[config.mk]
export PLATFORM = sky130hd
export DESIGN_NAME = mod_counter
export DESIGN_NICKNAME = d
export VERILOG_FILES = /design/src/rtl/mod_counter.sv
export SDC_FILE = /design/constraint.sdc
export NUM_CORES = 1
export LEC_CHECK = 0
export CORE_AREA = 5 5 42 44
export CTS_BUF_LIST = sky130_fd_sc_hd__clkbuf_8 sky130_fd_sc_hd__clkbuf_16
export CTS_CLUSTER_SIZE = 16
export DETAILED_ROUTE_END_ITERATION = 10
export DIE_AREA = 0 0 47 49
export DONT_BUFFER_PORTS = 1
export GPL_TIMING_DRIVEN = 0
export HOLD_SLACK_MARGIN = 0.05
export RECOVER_POWER = 100
export SLEW_MARGIN = 20
export SYNTH_ARGS = -nofsm -noshare
export SYNTH_HDL_FRONTEND = slang
export SYNTH_SLANG_ARGS = --single-unit
[constraint.sdc]
create_clock -name clk -period 1.8 [get_ports clk]
set_input_delay 0.18 -clock clk [delete_from_list [all_inputs] [get_ports clk]]
set_output_delay 0.18 -clock clk [all_outputs]
set_load 0.02 [all_outputs]
[src/rtl/mod_counter.sv]
// Modulo-MODULUS up/down counter with synchronous clear/load, count enable and a 1-in-DIV prescaler.
// Latency: clr/load/step land on out one edge after sampling; wrap pulses the cycle after a wrapping edge; tc is combinational.
// No backpressure: en gates prescaler progress, and every enabled edge is consumed.
//
// Ports:
//   clk       rising-edge clock
//   rst       asynchronous active-low reset (0 = reset)
//   en        count enable, qualifies prescaler advance
//   up        direction, 1 = increment, 0 = decrement (sampled on the stepping edge)
//   clr       synchronous clear to 0 (highest priority)
//   load      synchronous load of load_val (clamped to MODULUS-1)
//   load_val  value to load
//   out       registered count value
//   tc        terminal count: (up & out==MODULUS-1) | (!up & out==0)
//   wrap      registered one-cycle pulse after out wraps across a bound
//
// Build option: define MOD_COUNTER_SAT_EN for saturating mode. The counter then holds at
// the bound instead of wrapping, and wrap stays 0. The prescaler cycles as usual.
module mod_counter #(
  parameter int WIDTH   = 4,
  parameter int MODULUS = 10,
  parameter int DIV     = 1
) (
  input  logic             clk,
  input  logic             rst,
  input  logic             en,
  input  logic             up,
  input  logic             clr,
  input  logic             load,
  input  logic [WIDTH-1:0] load_val,
  output logic [WIDTH-1:0] out,
  output logic             tc,
  output logic             wrap
);

  // Prescaler needs at least one bit even when DIV == 1 (it then never leaves 0).
  localparam int               PW       = (DIV > 1) ? $clog2(DIV) : 1;
  localparam logic [WIDTH-1:0] MAX_VAL  = WIDTH'(MODULUS - 1);
  localparam logic [WIDTH-1:0] ONE      = WIDTH'(1);
  localparam logic [PW-1:0]    PRE_LAST = PW'(DIV - 1);
  localparam logic [PW-1:0]    PRE_ONE  = PW'(1);

  logic [WIDTH-1:0] r_out;
  logic [PW-1:0]    r_pre;
  logic             r_wrap;

  logic             w_at_max;
  logic             w_at_zero;
  logic             w_pre_last;
  logic [WIDTH-1:0] w_step_val;
  logic             w_step_wrap;
  logic [WIDTH-1:0] w_load_val;

  assign w_at_max   = (r_out == MAX_VAL);
  assign w_at_zero  = (r_out == '0);
  assign w_pre_last = (r_pre == PRE_LAST);

  // Out-of-range loads clamp to the top of the count range.
  assign w_load_val = (load_val > MAX_VAL) ? MAX_VAL : load_val;

  // Value and wrap flag the counter takes if this edge is a stepping edge.
  // The explicit bound compare is kept even when MODULUS == 2^WIDTH, where
  // the natural WIDTH-bit overflow would give the same value.
  always_comb begin
    w_step_val  = r_out;
    w_step_wrap = 1'b0;
`ifdef MOD_COUNTER_SAT_EN
    if (up) begin
      w_step_val = w_at_max ? MAX_VAL : (r_out + ONE);
    end else begin
      w_step_val = w_at_zero ? '0 : (r_out - ONE);
    end
`else
    if (up) begin
      w_step_val  = w_at_max ? '0 : (r_out + ONE);
      w_step_wrap = w_at_max;
    end else begin
      w_step_val  = w_at_zero ? MAX_VAL : (r_out - ONE);
      w_step_wrap = w_at_zero;
    end
`endif
  end

  // Priority: clr > load > enabled step. wrap only survives a single cycle
  // because every branch that does not step rewrites it to 0.
  always_ff @(posedge clk or negedge rst) begin
    if (!rst) begin
      r_out  <= '0;
      r_pre  <= '0;
      r_wrap <= 1'b0;
    end else if (clr) begin
      r_out  <= '0;
      r_pre  <= '0;
      r_wrap <= 1'b0;
    end else if (load) begin
      r_out  <= w_load_val;
      r_pre  <= '0;
      r_wrap <= 1'b0;
    end else if (en) begin
      if (w_pre_last) begin
        r_pre  <= '0;
        r_out  <= w_step_val;
        r_wrap <= w_step_wrap;
      end else begin
        r_pre  <= r_pre + PRE_ONE;
        r_wrap <= 1'b0;
      end
    end else begin
      r_wrap <= 1'b0;
    end
  end

  assign out  = r_out;
  assign tc   = (up & w_at_max) | (~up & w_at_zero);
`ifdef MOD_COUNTER_SAT_EN
  assign wrap = 1'b0;
`else
  assign wrap = r_wrap;
`endif

endmodule

== Word level (Yosys, flattened, before mapping) ==
Cells that the tools add are included.

* Reduce and logical (&&, ||, !) cells: 3
* Muxes and demuxes: 17
* Magnitude comparators: 1
* Bitwise gates (word level): 4
* Equal/unequal tests: 2
* Add/sub/neg operators: 3

{| class="wikitable"
|+ Operators by type and width
! kind !! number
|-
| $mux W4 || 8
|-
| $mux W1 || 9
|-
| $add A4 B1 Y4 const B || 1
|-
| $eq A4 B4 Y1 const B || 1
|-
| $gt A4 B4 Y1 const B || 1
|-
| $logic_not A4 Y1 || 1
|-
| $sub A4 B1 Y4 const B || 1
|-
| $ne A3 B3 Y1 const B || 1
|-
| $reduce_bool A3 Y1 || 1
|-
| $and A1 B1 Y1 || 2
|-
| $reduce_and A2 Y1 || 1
|-
| $add A1 B1 Y1 const B || 1
|-
| $not A1 Y1 || 1
|-
| $or A1 B1 Y1 || 1
|}

* Register bits: 6
* Output and inout bits: 6
* Input bits: 10
* Word-level logic and storage cells: 33

== Logic depth before layout (Yosys ltp) ==
Gate-level depths: netlist (run 1).

* Word-level depth: 7
* Depth in mapped cells: 6
* Gate-level depth less buffers: 6

== Least setup slack after synthesis (run 1) ==
Ideal clock, no wire load.

* Path type: register to register
* Start: register r_out[0] (netlist: out[0])
* End: register r_out[2] (netlist: out[2])
* Period minus slack after synthesis: 1669 ps
* Stages on the path, launching flop included: 7
* Required time: 1723 ps
* Path buffers: 0
* Library setup time: 77 ps
* Arrival time: 1592 ps
* Slack: 131 ps
* Cell sequence: dfrtp_1 > inv_1 > ha_1 > and3b_1 > a311oi_1 > or4_1 > a21oi_1

* Word-level cells in the longest chain between the ends: 7
* Elaborated cells on any way between the ends: 11
* Classes of those cells: 2 x add/sub; 1 x eq/ne; 7 x mux; 1 x reduce/logical

{| class="wikitable"
|+ Ends and longest elaborated chain
! what !! line !! text
|-
| start, declared || 43 || <nowiki>logic [WIDTH-1:0] r_out;</nowiki>
|-
| start signal, assigned || 96 || <nowiki>r_out <= w_load_val;</nowiki>
|-
| start signal, assigned || 102 || <nowiki>r_out <= w_step_val;</nowiki>
|-
| $sub A4 B1 Y4, or another cell as far along || 78 || <nowiki>w_step_val = w_at_zero ? MAX_VAL : (r_out - ONE);</nowiki>
|-
| $mux W4, on equally long branches || 78, 75 ||
|-
| $mux W4 (*) || 74 || <nowiki>if (up) begin</nowiki>
|-
| $mux W4 (*) || 100 || <nowiki>if (w_pre_last) begin</nowiki>
|-
| $mux W4 (*) || 99 || <nowiki>end else if (en) begin</nowiki>
|-
| $mux W4 (*) || 95 || <nowiki>end else if (load) begin</nowiki>
|-
| $mux W4 (*) || 91 || <nowiki>end else if (clr) begin</nowiki>
|}

Every way passes the cells marked *; elsewhere a longest branch is shown, timed or not. The select of a mux whose other input is x is not followed.
A chain may end at the register's enable or synchronous reset.

== Final worst setup path (run 1) ==
Ends and elaborated chain as after synthesis.

==> results_dict.tcl, run 1 <==
set metrics [dict create \
    die_x_um 47 \
    hp-class "primary input to register" \
    grt_max_degree 11 \
    clock_path_buffers 2 \
    worst_hold_slack_ps 66.5 \
    antenna_found_initial 0 \
    io_buffer_count 0 \
    wl_per_cell_um 14.7 \
    max_slew_margin 0.727 \
    area_growth_pct 25.3 \
    mostFrequentLayoutCells "nand2_1 (7), nor2_1 (4), a311oi_1 (4)" \
    place_area_um2 499 \
    rows 14 \
    seq_area_frac_synth 0.261 \
    switching_share 0.282 \
    post_drt_via_cell_ratio 5.77 \
    fin_ws_ps 97.5 \
    ir_worst_vdd_uv 660 \
    p_int_uw 314 \
    htree_levels 1 \
    hold_viol 0 \
    drcViolationCount 0 \
    worst_slew_pin_slew_ps 399 \
    totalWireLength_mm 1.22 \
    gp_congestion 0.759 \
    pwr-share-clk 0.445 \
    end_kind "register" \
    path_clk_slew_ps 30 \
    ant_nets 0 \
    drtIter0Drc 18 \
    critPathKind "register to register" \
    p_leak_nw 0.250 \
    drive_gt1_frac 0.254 \
    crit_family "simple AND/OR/NAND/NOR gates" \
    fmax_ghz 0.587 \
    cp_cell_sequence "inv_2 -> ha_4 -> and3b_1 -> a311oi_1 -> or4_1 -> a21oi_2" \
    cts-root-buf "clkbuf_8" \
    synth_fp_nets 73 \
    critical_path_arrival_ps 1850 \
    timing.final.crit_share 0.946 \
    synth_edf_count 0 \
    async_flop_share 1.00 \
    required_ps 1940 \
    synth-main-ff-cell "dfrtp_1" \
    first_global_vias 447 \
    cts_tree "yes" \
    grt_setup_unrepaired "no" \
    clk_latency_ps 220 \
    cp_num_buf_inv 1 \
    hpwl_um 846 \
    numCtsBuffers 3 \
    place_ws_ps -74.5 \
    finClkSkew_ps 3.24 \
    setup_viol 0 \
    final_util 0.429 \
    final_common_cell "nand2_1" \
    drv_slew 0 \
    path_max_fanout 7 \
    status "finished clean" \
    synth.distinct_cells 29 \
    p_switching_uw 123 \
    start_kind "register" \
    cap_violations 0 \
    grt-ovfl-total 0 \
    grt_pass1_wl_mm 2.19 \
    dr_total_vias 479 \
    syn_area_per_cell_um2 7.99 \
    setup_tns_ps 0 \
    synth-seq-cells 5 \
    grtUsageTotal 0.131 \
    fp.dieH_um 49 \
    yosysWarnings 0 \
    fin_crit_ps 1700 \
    fin_nets 81 \
    cpPeakStageDelay_ps 540 \
    coreArea_um2 1400 \
    power.density_nw_per_um2 729 \
    fin_area_um2 601 \
    seqPwrFrac 0.322 \
    combPwrFrac 0.232 \
    fillers 144 \
    crit_path_top_delay_cell "or4_1" \
    cts_num_sinks 5 \
    synth_area_um2 479 \
    n_antenna_cell 0 \
    die_area_um2 2300 \
    start_util 0.342 \
    firstDrtPassIters 4 \
    ios 16 \
    syn_inst 60 \
]
## cell usage after synthesis (2+ instances only)
master,number,share of area
nand2_1,7,0.055
dfrtp_1,5,0.26
nor2_1,5,0.039
a21oi_1,4,0.042
a311oi_1,4,0.073
inv_1,4,0.031
buf_2,3,0.031
ha_1,3,0.078
o21ai_0,3,0.031
a211oi_1,2,0.031
nor2b_1,2,0.026
## worst paths after layout
kind	startpoint	to	slack [ps]	depth (start not counted)
min	clr	out[1]	70	1
max reg2reg	out[0]	out[2]	100	6
max in group asynchronous	rst	out[0]	1340	1
max	out[0]	out[2]	100	6
min reg2reg	out[1]	out[1]	680	2
min in group asynchronous	rst	out[3]	250	1
## repair_timing
| item | in CTS | in global routing |
|---|---|---|
| hold buffers | 2 | 0 |
| gates resized for setup | 3 | 7 |
| endpoints found under the setup margin | 3 | 3 |
| hold endpoints to repair | 7 | 0 |
| buffers inserted | 0 | 1 |
| cloned | 0 | 0 |
| pin swaps | 0 | 0 |
## area by class of cell
cell class | count | area [um^2] | share of cell area
multi-input combinational | 47 | 334 | 0.556
sequential | 5 | 128 | 0.212
clock buffer | 3 | 41.3 | 0.0687
timing repair buffer | 3 | 32.5 | 0.0542
buffer | 4 | 26.3 | 0.0438
tap | 16 | 20.0 | 0.0333
inverter | 4 | 15.0 | 0.0250
clock inverter | 1 | 3.75 | 0.00625
## power groups by stage
stage / combinational (mW) / sequential [mW] / clock (mW)
after global routing: 0.116 / 0.143 / 0.220
after floorplan: 0.0690 / 0.137 / 0
after global placement: 0.0820 / 0.142 / 0
after detailed placement: 0.0819 / 0.142 / 0
after CTS: 0.0892 / 0.142 / 0.204
final: 0.102 / 0.141 / 0.195
## flip-flops by register name, indices dropped and copies added (netlist names)
register	cells
out	4
wrap	1
## cell families after synthesis
group / Yosys count / synth area share
AND/OR/NAND/NOR: 24 / 0.274
XOR/XNOR: 1 / 0.0183
flip-flops: 5 / 0.261
adder cells (fa/ha/maj): 3 / 0.0783
AO/OA/AOI/OAI: 19 / 0.282
buffers and inverters: 8 / 0.0861
## routing by layer
layer | track usage | wire length (um) | up-vias
met3 | 0.0738 | 129 | 0
met2 | 0.183 | 585 | 22
met5 | 0 | 0 | -
li1 | - | - | 232
met1 | 0.173 | 507 | 225
met4 | 0.0276 | 0 | 0
## stage by stage
stage          cells  power [mW]
6_report          83       0.438
5_1_grt           83       0.478
4_1_cts           82       0.435
3_5_place_dp      76       0.224
3_3_place_gp      76       0.224
2_1_floorplan     60       0.206
Power figures use the tool's default switching activity.
==> run 2: changes to the inputs <==
SKIP_LAST_GASP = 1   (was unset)
SLEW_MARGIN = unset   (was 20)
==> run 2 against run 1 <==
Compared with the run above: critical path depth stayed put; die area stayed put; count of clock-buffer cells in the layout stayed put; fmax is 3.7% lower; final area is 2.7% lower.
==> results_dict.tcl, run 2 (synthesis results as in run 1) <==
set metrics [dict create \
    status "finished clean" \
    grt-ovfl-total 0 \
    grt_setup_unrepaired "yes" \
    use_met3 0.0738 \
    grtUsageMet1 0.173 \
    cpPeakStageDelay_ps 520 \
    path_clk_slew_ps 30 \
    hpwl_um 846 \
    firstDrtPassIters 4 \
    numCtsBuffers 3 \
    met2_usage 0.183 \
    first_global_vias 447 \
    fin_crit_ps 1770 \
    final_util 0.417 \
    critPathKind "register to register" \
    end_kind "register" \
    mostFrequentLayoutCells "nand2_1 (7), inv_1 (4), nor2_1 (4), a311oi_1 (4), a21oi_1 (4)" \
    start_util 0.342 \
    ios 16 \
    clk_latency_ps 220 \
    fmax_ghz 0.566 \
    dr_total_vias 465 \
    drcViolationCount 0 \
    grtUsageTotal 0.131 \
    fin_nets 81 \
    fp.dieH_um 49 \
    gp_congestion 0.759 \
    die_x_um 47 \
    path_max_fanout 7 \
    io_buffer_count 0 \
    final_common_cell "nand2_1" \
    die_area_um2 2300 \
    area_growth_pct 21.9 \
    cp_num_buf_inv 1 \
    grt_max_degree 11 \
    drv_slew 0 \
    cts_tree "yes" \
    crit_family "simple AND/OR/NAND/NOR gates" \
    hold_viol 0 \
    n_antenna_cell 0 \
    totalWireLength_mm 1.22 \
    power.density_nw_per_um2 738 \
    ir_worst_vdd_uv 660 \
    gr-max-usage-layer "met2" \
    cap_violations 0 \
    worst_hold_slack_ps 67.2 \
    ant_nets 0 \
    cp_cell_sequence "inv_1 -> ha_2 -> and3b_1 -> a311oi_1 -> or4_1 -> a21oi_1" \
    htree_levels 1 \
    max_slew_margin 0.726 \
    grt_pass1_wl_mm 2.19 \
    crit_path_top_delay_cell "or4_1" \
    p_leak_nw 0.249 \
    timing.final.crit_share 0.982 \
    setup_viol 0 \
    critical_path_arrival_ps 1900 \
    hp-class "primary input to register" \
    cts_num_sinks 5 \
    antenna_found_initial 0 \
    required_ps 1940 \
    cts-root-buf "clkbuf_8" \
    finClkSkew_ps 3.15 \
    rows 14 \
    wl_per_cell_um 14.7 \
    clock_path_buffers 2 \
    coreArea_um2 1400 \
    worst_slew_pin_slew_ps 400 \
    drive_gt1_frac 0.209 \
    start_kind "register" \
    drtIter0Drc 16 \
    post_drt_via_cell_ratio 5.60 \
    largest_reg_flops 4 \
]
[run 2: cell count changes in the layout (fill, tap and decap cells not counted), sizes merged]
cell	delta
buf	+1
clkbuf	-1
[run 2: routing by layer]
layer  part of all wire  routed length (um)
met2               0.49                 592
met1               0.43                 519
met3              0.086                 105
met4                  0                   0
met5                  0                   0
[run 2: final timing paths]
check                        from      to  slack [ps]  cells past startpoint
hold / removal                clr  out[1]          70                      1
setup / recovery           out[1]  out[2]          30                      6
setup reg to reg           out[1]  out[2]          30                      6
min in group asynchronous     rst  out[3]         250                      1
max in group asynchronous     rst  out[0]        1340                      1
hold reg to reg            out[1]  out[1]         670                      2
[run 2: final cells by class]
cell class / count / area, um^2
fillers: 149 / 817
multi-input cells: 47 / 318
flip-flops and latches: 5 / 128
clock buffers: 3 / 41.3
repair buffers: 3 / 32.5
plain buffers: 4 / 26.3
well taps: 16 / 20.0
inverters: 4 / 15.0
clock inverters: 1 / 3.75
[run 2: power breakdown]
group	leakage (nW)	switching, mW	internal (mW)
logic	0.158	0.0515	0.0443
registers	0.0640	0.0201	0.120
clock network	0.0269	0.0494	0.146
total	0.249	0.121	0.310
[run 2: what timing repair did]
| action | CTS | global route |
|---|---|---|
| endpoints found under the hold margin | 7 | 0 |
| setup endpoints to repair | 3 | 3 |
| buffers inserted | 0 | 1 |
| hold buffers | 2 | 0 |
| gates resized for setup | 3 | 3 |
[run 2: worst reg2reg max path: stages, from the launching register on]
cell      delay [ps]
dfrtp_2          480
inv_1            110
ha_2             200
and3b_1          170
a311oi_1          50
or4_1            520
a21oi_1          150
[run 2: metrics by stage]
step	std cells	total power [mW]	setup WS (ps)	setup TNS, ps	area, um^2
after floorplan	60	0.206	131	0	479
after global placement	76	0.224	-94.0	-124	499
after detailed placement	76	0.224	-74.5	-74.5	499
after CTS	82	0.435	3.02	0	569
after global routing	83	0.471	-53.6	-53.6	584
final	83	0.431	32.9	0	584
==> run 3: changes to the inputs <==
CTS_CLUSTER_SIZE = unset   (was 16)
==> results of run 3 <==
Same layout as run 2: the final DEF is identical, and so are final timing and power.
